**src/rtl/ob_cntrl_match_seq_if.sv**
```systemverilog
// Order-book shared types and the bundle that joins the match sequencer to the
// order-entry controller, match engine, bid/ask tables and trade output FIFO.
package ob_pkg;
  typedef logic [15:0] quantity_t;
  typedef logic [31:0] price_t;

  // One match engine result: traded quantity plus which head(s) it used up.
  typedef struct packed {
    price_t    bid_price;
    price_t    ask_price;
    quantity_t qty;
    quantity_t remainder;
    logic      bid_consumed;
    logic      ask_consumed;
  } search_result_t;
endpackage

interface ob_cntrl_match_seq_if #(
  parameter int CNT_W = 4
);
  import ob_pkg::*;

  logic             match_req;
  logic             match_busy;
  logic             match_done_r;
  logic             match_capped_r;
  logic [CNT_W-1:0] match_cnt_r;

  logic             trade_qry;
  logic             trade_vld_r;
  search_result_t   trade_r;

  logic             bid_pop_r;
  logic             ask_pop_r;
  logic             bid_upd_r;
  logic             ask_upd_r;
  quantity_t        upd_qty_r;
  logic             tbl_ack;

  logic             trd_out_vld_r;
  search_result_t   trd_out_r;
  logic             trd_out_rdy;

  modport master (
    input  match_req, trade_vld_r, trade_r, tbl_ack, trd_out_rdy,
    output match_busy, match_done_r, match_capped_r, match_cnt_r, trade_qry,
           bid_pop_r, ask_pop_r, bid_upd_r, ask_upd_r, upd_qty_r,
           trd_out_vld_r, trd_out_r
  );

  modport slave (
    output match_req, trade_vld_r, trade_r, tbl_ack, trd_out_rdy,
    input  match_busy, match_done_r, match_capped_r, match_cnt_r, trade_qry,
           bid_pop_r, ask_pop_r, bid_upd_r, ask_upd_r, upd_qty_r,
           trd_out_vld_r, trd_out_r
  );
endinterface

```
**src/rtl/ob_cntrl_match_seq.sv**
```systemverilog
// Match episode sequencer: query engine, commit pop/update to the tables, forward
// each trade downstream, let the tables settle and re-query until empty or capped.
module ob_cntrl_match_seq
  import ob_pkg::*;
#(
  parameter int MAX_TRADES    = 8,
  parameter int SETTLE_CYCLES = 1,
  parameter int CNT_W         = $clog2(MAX_TRADES + 1)
) (
  input  logic                 clk,
  input  logic                 rst,
  ob_cntrl_match_seq_if.master bus
);

  localparam int               SET_W       = (SETTLE_CYCLES > 1) ? $clog2(SETTLE_CYCLES) : 1;
  localparam logic [SET_W-1:0] SETTLE_LOAD = (SETTLE_CYCLES > 0) ? SET_W'(SETTLE_CYCLES - 1) : '0;
  localparam logic [CNT_W-1:0] CNT_MAX     = CNT_W'(MAX_TRADES);

  typedef enum logic [2:0] {
    IDLE,
    QRY,
    RESP,
    COMMIT,
    SETTLE
  } state_e;

  state_e           state_q;
  logic             pend_q;
  logic [CNT_W-1:0] cnt_q;
  logic             capped_q;
  logic             done_q;
  logic [SET_W-1:0] settle_q;
  logic             bid_pop_q;
  logic             ask_pop_q;
  logic             bid_upd_q;
  logic             ask_upd_q;
  quantity_t        upd_qty_q;
  logic             trd_vld_q;
  search_result_t   trd_q;
  logic             tbl_done_q;
  logic             out_done_q;

  logic             cmd_any_d;
  logic             tbl_fin_d;
  logic             out_fin_d;
  logic             trade_ok_d;
  logic [CNT_W-1:0] cnt_d;

  always_comb begin
    cmd_any_d  = bid_pop_q | ask_pop_q | bid_upd_q | ask_upd_q;
    // A handshake counts as finished from the cycle its ack/ready is seen.
    tbl_fin_d  = tbl_done_q | (cmd_any_d & bus.tbl_ack);
    out_fin_d  = out_done_q | (trd_vld_q & bus.trd_out_rdy);
    trade_ok_d = bus.trade_vld_r & (bus.trade_r.bid_consumed | bus.trade_r.ask_consumed);
    cnt_d      = (cnt_q == CNT_MAX) ? cnt_q : cnt_q + 1'b1;
  end

  // NOTE: every register here uses <= so all branches see pre-edge values; the
  // trade hold register is reset with everything else so a reset mid-episode
  // never leaves a stale payload on trd_out_r.
  always_ff @(posedge clk or negedge rst) begin
    if (!rst) begin
      state_q    <= IDLE;
      pend_q     <= 1'b0;
      cnt_q      <= '0;
      capped_q   <= 1'b0;
      done_q     <= 1'b0;
      settle_q   <= '0;
      bid_pop_q  <= 1'b0;
      ask_pop_q  <= 1'b0;
      bid_upd_q  <= 1'b0;
      ask_upd_q  <= 1'b0;
      upd_qty_q  <= '0;
      trd_vld_q  <= 1'b0;
      trd_q      <= '0;
      tbl_done_q <= 1'b0;
      out_done_q <= 1'b0;
    end else begin
      done_q <= 1'b0;
      if (bus.match_req && (state_q != IDLE)) begin
        pend_q <= 1'b1;
      end

      unique case (state_q)
        IDLE: begin
          if (bus.match_req || pend_q) begin
            state_q  <= QRY;
            pend_q   <= 1'b0;
            cnt_q    <= '0;
            capped_q <= 1'b0;
          end
        end

        QRY: state_q <= RESP;

        RESP: begin
          if (trade_ok_d) begin
            trd_q      <= bus.trade_r;
            trd_vld_q  <= 1'b1;
            cnt_q      <= cnt_d;
            bid_pop_q  <= bus.trade_r.bid_consumed;
            ask_pop_q  <= bus.trade_r.ask_consumed;
            // The side that survives gets its head quantity rewritten.
            bid_upd_q  <= ~bus.trade_r.bid_consumed;
            ask_upd_q  <= ~bus.trade_r.ask_consumed;
            upd_qty_q  <= (bus.trade_r.bid_consumed && bus.trade_r.ask_consumed)
                          ? '0 : bus.trade_r.remainder;
            tbl_done_q <= 1'b0;
            out_done_q <= 1'b0;
            state_q    <= COMMIT;
          end else begin
            state_q  <= IDLE;
            done_q   <= 1'b1;
            capped_q <= 1'b0;
          end
        end

        COMMIT: begin
          if (cmd_any_d && bus.tbl_ack) begin
            bid_pop_q <= 1'b0;
            ask_pop_q <= 1'b0;
            bid_upd_q <= 1'b0;
            ask_upd_q <= 1'b0;
            upd_qty_q <= '0;
          end
          if (trd_vld_q && bus.trd_out_rdy) begin
            trd_vld_q <= 1'b0;
          end

          if (tbl_fin_d && out_fin_d) begin
            tbl_done_q <= 1'b0;
            out_done_q <= 1'b0;
            if (cnt_q == CNT_MAX) begin
              state_q  <= IDLE;
              done_q   <= 1'b1;
              capped_q <= 1'b1;
            end else if (SETTLE_CYCLES == 0) begin
              state_q <= QRY;
            end else begin
              state_q  <= SETTLE;
              settle_q <= SETTLE_LOAD;
            end
          end else begin
            tbl_done_q <= tbl_fin_d;
            out_done_q <= out_fin_d;
          end
        end

        SETTLE: begin
          if (settle_q == '0) begin
            state_q <= QRY;
          end else begin
            settle_q <= settle_q - 1'b1;
          end
        end

        default: state_q <= IDLE;
      endcase
    end
  end

  assign bus.match_busy     = (state_q != IDLE);
  assign bus.match_done_r   = done_q;
  assign bus.match_capped_r = capped_q;
  assign bus.match_cnt_r    = cnt_q;
  assign bus.trade_qry      = (state_q == QRY);
  assign bus.bid_pop_r      = bid_pop_q;
  assign bus.ask_pop_r      = ask_pop_q;
  assign bus.bid_upd_r      = bid_upd_q;
  assign bus.ask_upd_r      = ask_upd_q;
  assign bus.upd_qty_r      = upd_qty_q;
  assign bus.trd_out_vld_r  = trd_vld_q;
  assign bus.trd_out_r      = trd_q;

  // A valid engine result must consume at least one head.
  a_trade_consumes: assert property (@(posedge clk) disable iff (!rst)
    (state_q == RESP && bus.trade_vld_r) |-> (bus.trade_r.bid_consumed || bus.trade_r.ask_consumed));

  a_side_exclusive: assert property (@(posedge clk) disable iff (!rst)
    !(bid_pop_q && bid_upd_q) && !(ask_pop_q && ask_upd_q));

endmodule

```
**src/flat_wrapper.sv**
```systemverilog
// flat-port wrapper written by rule: the top's interface ports become plain ports
module ob_cntrl_match_seq_flat import ob_pkg::*;
#(
  parameter int MAX_TRADES    = 8,
  parameter int SETTLE_CYCLES = 1,
  parameter int CNT_W         = $clog2(MAX_TRADES + 1)
)
  (clk, rst, bus_match_req, bus_trade_vld_r, bus_trade_r, bus_tbl_ack, bus_trd_out_rdy, bus_match_busy, bus_match_done_r, bus_match_capped_r, bus_match_cnt_r, bus_trade_qry, bus_bid_pop_r, bus_ask_pop_r, bus_bid_upd_r, bus_ask_upd_r, bus_upd_qty_r, bus_trd_out_vld_r, bus_trd_out_r);
  ob_cntrl_match_seq_if #(.CNT_W(CNT_W)) bus_i ();
  input  logic clk;
  input  logic rst;
  input wire logic [$bits(bus_i.match_req)-1:0] bus_match_req;
  input wire logic [$bits(bus_i.trade_vld_r)-1:0] bus_trade_vld_r;
  input wire logic [$bits(bus_i.trade_r)-1:0] bus_trade_r;
  input wire logic [$bits(bus_i.tbl_ack)-1:0] bus_tbl_ack;
  input wire logic [$bits(bus_i.trd_out_rdy)-1:0] bus_trd_out_rdy;
  output wire logic [$bits(bus_i.match_busy)-1:0] bus_match_busy;
  output wire logic [$bits(bus_i.match_done_r)-1:0] bus_match_done_r;
  output wire logic [$bits(bus_i.match_capped_r)-1:0] bus_match_capped_r;
  output wire logic [$bits(bus_i.match_cnt_r)-1:0] bus_match_cnt_r;
  output wire logic [$bits(bus_i.trade_qry)-1:0] bus_trade_qry;
  output wire logic [$bits(bus_i.bid_pop_r)-1:0] bus_bid_pop_r;
  output wire logic [$bits(bus_i.ask_pop_r)-1:0] bus_ask_pop_r;
  output wire logic [$bits(bus_i.bid_upd_r)-1:0] bus_bid_upd_r;
  output wire logic [$bits(bus_i.ask_upd_r)-1:0] bus_ask_upd_r;
  output wire logic [$bits(bus_i.upd_qty_r)-1:0] bus_upd_qty_r;
  output wire logic [$bits(bus_i.trd_out_vld_r)-1:0] bus_trd_out_vld_r;
  output wire logic [$bits(bus_i.trd_out_r)-1:0] bus_trd_out_r;
  assign bus_i.match_req = bus_match_req;
  assign bus_i.trade_vld_r = bus_trade_vld_r;
  assign bus_i.trade_r = bus_trade_r;
  assign bus_i.tbl_ack = bus_tbl_ack;
  assign bus_i.trd_out_rdy = bus_trd_out_rdy;
  assign bus_match_busy = bus_i.match_busy;
  assign bus_match_done_r = bus_i.match_done_r;
  assign bus_match_capped_r = bus_i.match_capped_r;
  assign bus_match_cnt_r = bus_i.match_cnt_r;
  assign bus_trade_qry = bus_i.trade_qry;
  assign bus_bid_pop_r = bus_i.bid_pop_r;
  assign bus_ask_pop_r = bus_i.ask_pop_r;
  assign bus_bid_upd_r = bus_i.bid_upd_r;
  assign bus_ask_upd_r = bus_i.ask_upd_r;
  assign bus_upd_qty_r = bus_i.upd_qty_r;
  assign bus_trd_out_vld_r = bus_i.trd_out_vld_r;
  assign bus_trd_out_r = bus_i.trd_out_r;
  ob_cntrl_match_seq #(.MAX_TRADES(MAX_TRADES), .SETTLE_CYCLES(SETTLE_CYCLES), .CNT_W(CNT_W)) u_core (.clk(clk), .rst(rst), .bus(bus_i));
endmodule
```
**config.mk**
```make
export PLATFORM = sky130hd
export DESIGN_NAME = ob_cntrl_match_seq_flat
export DESIGN_NICKNAME = d
export VERILOG_FILES = /design/src/rtl/ob_cntrl_match_seq_if.sv /design/src/rtl/ob_cntrl_match_seq.sv /design/src/flat_wrapper.sv
export SDC_FILE = /design/constraint.sdc
export NUM_CORES = 1
export LEC_CHECK = 0
export CORE_UTILIZATION = 31
export CTS_BUF_LIST = sky130_fd_sc_hd__clkbuf_4
export DETAILED_ROUTE_END_ITERATION = 8
export PLACE_DENSITY = 0.62
export SYNTH_ARGS = -nofsm -noshare
export SYNTH_HDL_FRONTEND = slang
export SYNTH_SLANG_ARGS = --single-unit
export TNS_END_PERCENT = 100
```
**constraint.sdc**
```tcl
create_clock -name clk -period 2 [get_ports clk]
set_input_delay 0.4 -clock clk [delete_from_list [all_inputs] [get_ports clk]]
set_output_delay 0.4 -clock clk [all_outputs]
set_load 0.02 [all_outputs]
```
# Yosys cells after proc, flatten, opt, wreduce, memory -nomap -nowiden
# Index checks and enable logic that the tools add are counted.
# op_classes
addsub	2
n_eq_ne	15
muxes	47
bitwise	11
reduce_logical	20
# ops
operator	n
two-way mux 16 bit	3
one-hot mux 16 bit (2 select lines)	1
two-way mux 1 bit	23
one-hot mux 1 bit (2 select lines)	9
one-hot mux 3 bit (5 select lines)	1
two-way mux 3 bit	4
two-way mux 4 bit	3
inequality test 2 x 1 -> 1 bit, second input constant	6
AND reduction 3 bit	4
inequality test 2 bit, second input constant	4
one-hot mux 4 bit (2 select lines)	1
== test 3 x 2 -> 1 bit, second input constant	2
bitwise OR 1 bit	6
nonzero test 2 bit	3
nonzero test 3 bit	2
logical AND 1 bit	5
AND reduction 5 bit	1
adder 4 x 1 -> 4 bit, second input constant	1
== test 4 bit, second input constant	1
AND reduction 2 bit	2
AND reduction 4 bit	1
AND 1 bit	3
== test 3 x 1 -> 1 bit, second input constant	1
== test 3 bit, second input constant	1
6 further kinds	7
# totals
reg_bits	132
out_inout_bits	127
wordCells	115

# Logic depth before layout (Yosys ltp)
# logic_depth
word_depth	8
ltp_mapped	7

# Worst setup path after synthesis
# Ideal clock, no wire load.
# synth_timing
path_kind	register to register
startpoint	reg u_core.ask_pop_q (netlist: u_core.bus.ask_pop_r)
endpoint	reg u_core.upd_qty_q[10] (netlist: u_core.bus.upd_qty_r[10])
setup_time_ps	119
arrival_ps	1519
slack_ps	362
stages_incl_launch_ff	5
period_less_slack_ps	1638
cell_sequence	dfrtp_1 -> o41a_1 -> a32oi_4 -> buf_6 -> o21ai_2
# synth_via
elab_chain_cells	6
# synth_rtl
element	line_no	source
start: declaration	ob_cntrl_match_seq.sv:34	logic ask_pop_q;
start signal: assignment	ob_cntrl_match_seq.sv:102	ask_pop_q <= bus.trade_r.ask_consumed;
bitwise OR 1 bit (3 in series)	ob_cntrl_match_seq.sv:50	cmd_any_d = bid_pop_q | ask_pop_q | bid_upd_q | ask_upd_q;
logical AND 1 bit	ob_cntrl_match_seq.sv:119	if (cmd_any_d && bus.tbl_ack) begin
inequality test 2 x 1 -> 1 bit (no source line)	--	
AND reduction 3 bit (no source line)	--	
end signal: assignment	ob_cntrl_match_seq.sv:106	upd_qty_q <= (bus.trade_r.bid_consumed && bus.trade_r.ask_consumed)
end: declaration	ob_cntrl_match_seq.sv:37	quantity_t upd_qty_q;
# Every way passes these cells.
# A chain may end at the register's enable or synchronous reset.

# Worst setup path in the final report
# layout_timing
startpoint	reg u_core.trd_q, in the netlist u_core.bus.trd_out_r[56]
endpoint	out bus_trd_out_r[56]
# layout_lines
element	line_no	source
start: declaration	ob_cntrl_match_seq.sv:39	search_result_t trd_q;
start signal: assignment	ob_cntrl_match_seq.sv:98	trd_q <= bus.trade_r;
end: declaration	flat_wrapper.sv:28	output wire logic [$bits(bus_i.trd_out_r)-1:0] bus_trd_out_r;
# No word-level cell between the ends.

==> flow_metrics.py <==
metrics = {
    "timing": {
        "worstMarginPinSlew_ns": 0.493,
        "totalNegativeSetupSlack_ns": 0,
        "layout_setup_ws_ns": 0.0697,
        "hold_viol": 0,
        "setup_viol": 0,
        "maxSlewHeadroom": 0.672,
        "finClkSkew_ns": 0.0104,
        "whs_ns": 0.362,
        "min_period_over_period": 0.965,
        "slew_violations": 0,
        "max_freq_mhz": 518,
        "fin_crit_ns": 1.93,
    },
    "clock_tree": {
        "clkTransAtPathRegs_ns": 0.11,
        "cts_tree": "done",
        "cts_made_buffers": 17,
        "cts.sinks": 131,
        "clk_latency_ns": 0.53,
        "clock_path_buffers": 2,
        "cts_root_buffer": "clkbuf_4",
        "htree_levels": 4,
    },
    "setup_path": {
        "cp_max_fo": 2,
        "worstSetupEndpointType": "output pin",
        "cp_num_buf_inv": 1,
        "startpoint_type": "flip-flop",
        "critPathSlowestCell": "clkdlybuf4s50_1",
        "critical-path-top-delay-family": "buffers and inverters",
        "crit_arrival_ns": 1.53,
        "required_ns": 1.60,
        "crit_type": "flip-flop to output pin",
        "cp_cell_sequence": "clkdlybuf4s50_1",
        "cpPeakStageDelay_ns": 0.63,
    },
    "global_route": {
        "antenna_found_initial": 0,
        "grt_pass1_wl_um": 23900,
        "grt_use_total": 0.175,
        "first_global_vias": 4674,
        "grt_remaining_overflow": 0,
        "grt_max_degree": 52,
    },
    "synthesis": {
        "synthDistinctLibCells": 36,
        "synth_edf_count": 0,
        "syn_nets": 669,
        "ys_warn_count": 0,
        "synth.avg_cell_area_um2": 9.34,
        "ys_seq_area_frac": 0.623,
        "synth_top_area_share": 0.623,
        "syn_inst": 563,
        "synthesis.area_um2": 5260,
        "synthFlopType": "dfrtp_1",
        "synth_area_leaders": "dfrtp_1 62%, nand2_1 24%, o21ai_2 2.3%, buf_2 1.9%, buf_6 1.1%",
        "synth_top_area_cell": "dfrtp_1",
        "synth_async_sr_flop_share": 1.00,
        "synth_seq_cells": 131,
    },
    "die": {
        "core.rowCount": 47,
        "die_h_um": 132,
        "floorplan.initialDensity": 0.317,
        "die_x_um": 132,
        "core_area_um2": 16600,
        "die-area_um2": 17500,
        "io-pin-count": 231,
    },
    "place": {
        "gp_congestion": 0.820,
        "hpwl_um": 10700,
        "dp.cells": 1004,
        "numPortBuffers": 230,
        "dp_slack_ns": 0.0412,
    },
    "layout": {
        "final_common_cell": "nand2_1",
        "antenna_cells": 0,
        "final_nets": 913,
        "multiInputGateArea_um2": 1830,
        "regArea_um2": 3280,
        "nFillCells": 1536,
        "drive_gt1_frac": 0.101,
        "syn2layout_area_growth_pct": 57.3,
        "mostFrequentLayoutCells": "334 x nand2_1, 180 x clkdlybuf4s50_1, 129 x dfrtp_1",
        "instances_no_fill": 1040,
    },
    "route": {
        "dr.pass1.iters": 4,
        "drc": 0,
        "vias": 4590,
        "ant_nets": 0,
        "drt_iter0_markers": 142,
        "wirelength_um": 14800,
        "vias_per_cell": 4.41,
        "wire_per_inst_um": 14.2,
    },
    "pwr": {
        "vdd_ir_drop_max_uv": 643,
        "leakage_nw": 4.37,
        "totalPowerFinal_mw": 12.4,
        "p_per_area_nw_per_um2": 1500,
    },
    "status": {
        "status": "finished clean",
    },
    "min_path": {
        "worstHoldPathType": "input pin to async pin",
    },
    "run": {
        "cap_viol_max_count": 0,
    },
}
-- registers in the layout, summed over array words and instances (netlist names), 3 cells and up --
signal / cells
u_core.bus.trd_out_r: 98
u_core.bus.upd_qty_r: 16
u_core.state_q: 3
u_core.bus.match_cnt_r: 4
-- Yosys cell counts, types with 2 or more instances --
library cell	instances
nand2_1	334
dfrtp_1	131
buf_2	20
o21ai_2	14
o21ai_0	6
buf_6	5
nor2_1	4
nor3_1	4
inv_1	3
nand2b_1	3
o211ai_1	3
a21oi_1	2
a22o_1	2
and3b_1	2
buf_4	2
ha_1	2
mux2_2	2
mux2i_1	2
nand3b_1	2
o22a_1	2
o311ai_0	2
o31ai_1	2
-- logic make-up after synthesis --
group           synth area share
buf+inv                   0.0354
compound gates            0.0650
flops                      0.623
mux                      0.00809
fa+ha+maj                0.00476
simple gates               0.263
-- repair_timing --
item,4_1_cts,5_1_grt
endpoints found under the setup margin,22,29
pin swaps,0,0
hold buffers,1,0
buffers inserted,1,2
endpoints found under the hold margin,47,0
gates resized for setup,31,29
-- metrics by stage --
stage | util | area (µm²)
floorplan | - | 5260
global placement | 0.475 | 7890
detailed placement | 0.475 | 7890
CTS | 0.494 | 8190
global route | 0.499 | 8270
finish | 0.499 | 8270
-- layer usage --
metal | routed length (µm) | track usage | vias to the layer above | share of wire
met5 | 0 | 0 | - | 0
met4 | 242 | 0.0651 | 0 | 0.016
met3 | 1010 | 0.0554 | 21 | 0.068
met2 | 7450 | 0.299 | 155 | 0.50
met1 | 6060 | 0.207 | 2148 | 0.41
li1 | - | - | 2266 | -
-- power breakdown --
part	internal, mW	switching [mW]	total, mW
Combinational	2.76	3.39	6.15
Clock	0.912	0.957	1.87
Sequential	3.77	0.631	4.40
Total	7.44	4.98	12.4
-- final timing paths --
kind	slack, ns	depth (start not counted)	to	startpoint
worst min-delay path	0.36	2	u_core.bus.match_cnt_r[0]	rst
min in group clk	0.38	3	u_core.bus.trd_out_r[43]	bus_trade_r[43]
worst max-delay path	0.07	1	bus_trd_out_r[56]	u_core.bus.trd_out_r[56]
max in group asynchronous	0.96	3	u_core.bus.trd_out_r[13]	rst
worst min register to register	0.48	2	u_core.bus.trd_out_r[75]	u_core.bus.trd_out_r[75]
worst max register to register	0.17	6	u_core.bus.upd_qty_r[2]	u_core.state_q[1]
-- cell type report --
class / count / share of cell area
multi-input combinational: 401 / 0.221
sequential: 131 / 0.396
tap: 220 / 0.0333
timing repair buffer: 253 / 0.313
clock inverter: 11 / 0.0163
inverter: 3 / 0.00136
clock buffer: 21 / 0.0191
(Power assumes the default switching activity.)
